File: config.mk
export PLATFORM = sky130hd
export DESIGN_NAME = pend_enc8to3
export DESIGN_NICKNAME = d
export VERILOG_FILES = /design/src/rtl/pend_enc8to3.sv
export SDC_FILE = /design/constraint.sdc
export NUM_CORES = 1
export LEC_CHECK = 0
export BUFFER_PORTS_ARGS = -buffer_cell sky130_fd_sc_hd__buf_2
export CELL_PAD_IN_SITES_DETAIL_PLACEMENT = 0
export CELL_PAD_IN_SITES_GLOBAL_PLACEMENT = 2
export CORE_ASPECT_RATIO = 0.6
export CORE_MARGIN = 2
export CORE_UTILIZATION = 31
export CTS_CLUSTER_DIAMETER = 80
export DETAILED_ROUTE_END_ITERATION = 8
export GPL_TIMING_DRIVEN = 0
export MAX_ROUTING_LAYER = met4
export PLACE_DENSITY_LB_ADDON = 0.25
export SETUP_SLACK_MARGIN = 0.02
export SLEW_MARGIN = 20
export SYNTH_ARGS = -nofsm -noshare
export SYNTH_HDL_FRONTEND = slang
export SYNTH_SLANG_ARGS = --single-unit
File: constraint.sdc
create_clock -name clk -period 10.3 [get_ports clk]
set_clock_uncertainty 0.2 [all_clocks]
set_input_delay 2.575 -clock clk [delete_from_list [all_inputs] [get_ports clk]]
set_output_delay 2.575 -clock clk [all_outputs]
set_load 0.05 [all_outputs]
File: src/rtl/pend_enc8to3.sv
// rtl/pend_enc8to3.sv - sequential 8-to-3 encoder, one index per handshake in fixed priority
module pend_enc8to3 #(
    parameter bit LSB_FIRST = 1'b1
) (
    input  logic       clk,
    input  logic       rst,
    input  logic       in_valid,
    output logic       in_ready,
    input  logic [7:0] in_req,
    output logic       out_valid,
    input  logic       out_ready,
    output logic [2:0] out_code,
    output logic       out_last,
    output logic [3:0] out_cnt
);

    logic [7:0] pending;
    logic [2:0] sel_code;
    logic [3:0] pop_cnt;
    logic       consume;
    logic       accept;

    // Priority pick: the last matching bit in scan order wins.
    always_comb begin
        sel_code = 3'd0;
        if (LSB_FIRST) begin
            for (int i = 7; i >= 0; i--) begin
                if (pending[i]) sel_code = 3'(i);
            end
        end else begin
            for (int i = 0; i < 8; i++) begin
                if (pending[i]) sel_code = 3'(i);
            end
        end
    end

    always_comb begin
        pop_cnt = 4'd0;
        for (int i = 0; i < 8; i++) begin
            pop_cnt = pop_cnt + 4'(pending[i]);
        end
    end

    assign out_valid = (pending != 8'h00);
    assign out_code  = sel_code;
    assign out_cnt   = pop_cnt;
    assign out_last  = out_valid && (pop_cnt == 4'd1);
    assign consume   = out_valid && out_ready;
    assign in_ready  = !out_valid || (consume && out_last);
    assign accept    = in_valid && in_ready;

    // A load always wins: in_ready only allows it once the last bit is leaving.
    always_ff @(posedge clk or posedge rst) begin
        if (rst) begin
            pending <= 8'h00;
        end else if (accept) begin
            pending <= in_req;
        end else if (consume) begin
            pending <= pending & ~(8'b1 << sel_code);
        end
    end

endmodule

==> metrics.txt <==
status completed; grt total ovfl 0; Slew Limit Headroom 72.7%; routed len/inst 12.3 um; vias in the first global route 625; CP Data Required Time 7530 ps; Max stage delay on crit path 580 ps; Clock transition at path regs 40 ps; row cnt 13; DP HPWL 1430 um; maximum clock rate 153 MHz; DIE AREA 2840 um^2; Tmin final 6540 ps; synthesized cell area 749 um^2; clk sinks 8; largest net degree at the start of global routing 11; mean post-synth cell area 8.92 um^2; clock insertion delay at the later pin of the skew report 230 ps; htree depth 1; period utilisation layout 63.5%; top-area cell type share of the netlist area 26.7%; Cell variety after synth 27; CTS root buffer clkbuf_8; CP cell instances inv_1 > fa_1 > fa_1 > fa_1 > inv_1 > ha_1 > inv_1 > fa_1 > and2_1 > nand4_1 > nand3_1 > buf_2; share of layout cells above drive strength 1 31.5%; routed vias 658; antenna viol nets, final 0; Async SR Flop Fraction 100%; Iteration-0 DRC Markers 12; WL final 1700 um; highest-count cells in the layout ignoring fill and taps buf_2 (21), inv_1 (17), nor2_1 (8), nand2_1 (8), dfrtp_1 (8); Largest regs pending: 8 flops; EDFF count, synth 0; worst setup path class flip-flop to primary output; Worst Tran Pin Value 405 ps; commonest non-fill, non-tap cell in the layout buf_2; initial antenna violation count 0; GP Congestion 0.766; Buffers on Ports 21; CORE AREA 2230 um^2; yosys warns 0; crit path DAT 3760 ps; Starting Density 33.6%; crit path capture type primary output; CTS resizes 0; DR vias/cell 4.77; Max Transition Viols Final 0; top cells by area, synth dfrtp_1 (27%), fa_1 (11%), inv_1 (8.5%), ha_1 (6.7%), o21ai_2 (5.8%); CTS buffer count 3; largest area contributor in the netlist dfrtp_1; critical path peak fanout 6; Max-cap violations 0; Biggest register pending; CTS Hold Bufs 0; first-pass GRT wire length 2870 um; Largest register FFs 8; CTS tree built; register area share after synthesis 26.7%; chip width 67.5 um; RSZ-0062 raised after global routing false; Post-CTS Setup Inserts 0; Synth Net Count 104; critical path's slowest cell fa_1; Antenna Diode Count 0; CP most frequent cell fa_1; most common flop cell mapped by yosys dfrtp_1; Synth Instances 84; I/O pin cnt 22; 1st-pass router iterations 4; drc violations 0; Clock Path Buffers 2; Setup TNS 0 ps; total track usage 14.6%; area grow syn2layout 24.5%; Final nets 130; Final setup viols 0; Hold Path Class flip-flop to flip-flop; Final Hold Vio Count 0; number of synthesized register bits 8; Die Height 42.1 um; CP Launch Type flip-flop
-- per-stage QoR --
| step | area, um^2 | hold WS (ps) | util, % | worst slack (ps) | instances |
|---|---|---|---|---|---|
| after floorplan | 749 | 346 | - | 4070 | 84 |
| after global placement | 892 | 422 | 40.0 | 4010 | 135 |
| after detailed placement | 892 | 415 | 40.0 | 4020 | 135 |
| after CTS | 933 | 423 | 41.9 | 3740 | 138 |
| after global routing | 933 | 457 | 41.9 | 3580 | 138 |
| final | 933 | 421 | 41.9 | 3760 | 138 |
-- cell families (layout without fill, tap and decap cells) --
group	count (synthesis)	in the layout	share of synthesized area [%]
muxes	2	2	3.17
adders and majority gates	8	8	17.4
buffers and inverters	18	42	10.0
AOI/OAI and AO/OA	21	21	22.5
and+or+nand+nor	27	27	20.2
DFF	8	8	26.7
-- critical path, delay by kind of cell, from the launching register on --
family,cells,cell delay (ps)
buffers and inverters,4,500
DFF,1,430
adders and majority gates,5,2100
and+or+nand+nor,3,500
-- synthesized netlist by cell type (3+ instances only) --
library cell	instances
dfrtp_1	8
o21ai_0	3
nor2b_1	4
nor2_1	8
inv_1	17
fa_1	4
ha_1	4
nand2_1	8
a21oi_1	3
o21ai_2	5
-- worst paths after layout --
check / start / end / slack (ps) / cells past startpoint
setup / recovery: pending[0]$_DFFE_PP0P_ / in_ready / 3760 / 12
hold / removal: pending[0]$_DFFE_PP0P_ / pending[0]$_DFFE_PP0P_ / 420 / 1
setup reg to reg: pending[0]$_DFFE_PP0P_ / pending[6]$_DFFE_PP0P_ / 6300 / 14
hold reg to reg: pending[0]$_DFFE_PP0P_ / pending[0]$_DFFE_PP0P_ / 420 / 1
max in group asynchronous: rst / pending[3]$_DFFE_PP0P_ / 7580 / 2
min in group asynchronous: rst / pending[6]$_DFFE_PP0P_ / 2090 / 2
-- final cells by class --
| type | instances | area [um^2] |
|---|---|---|
| fill | 226 | 1290 |
| multi-input combinational | 58 | 474 |
| sequential | 8 | 200 |
| timing repair buffer | 21 | 105 |
| inverter | 17 | 63.8 |
| clock buffer | 3 | 41.3 |
| tap | 30 | 37.5 |
| buffer | 1 | 11.3 |
-- metal layers --
| metal | vias up | wire (um) | track usage [%] |
|---|---|---|---|
| li1 | 337 | - | - |
| met1 | 304 | 903 | 20.3 |
| met2 | 13 | 669 | 18.0 |
| met3 | 4 | 92 | 6.18 |
| met4 | 0 | 33 | 6.12 |
| met5 | - | 0 | - |
Power is not shown: default switching activity piles up to over one toggle a cycle in this logic, so the estimate is an artifact.
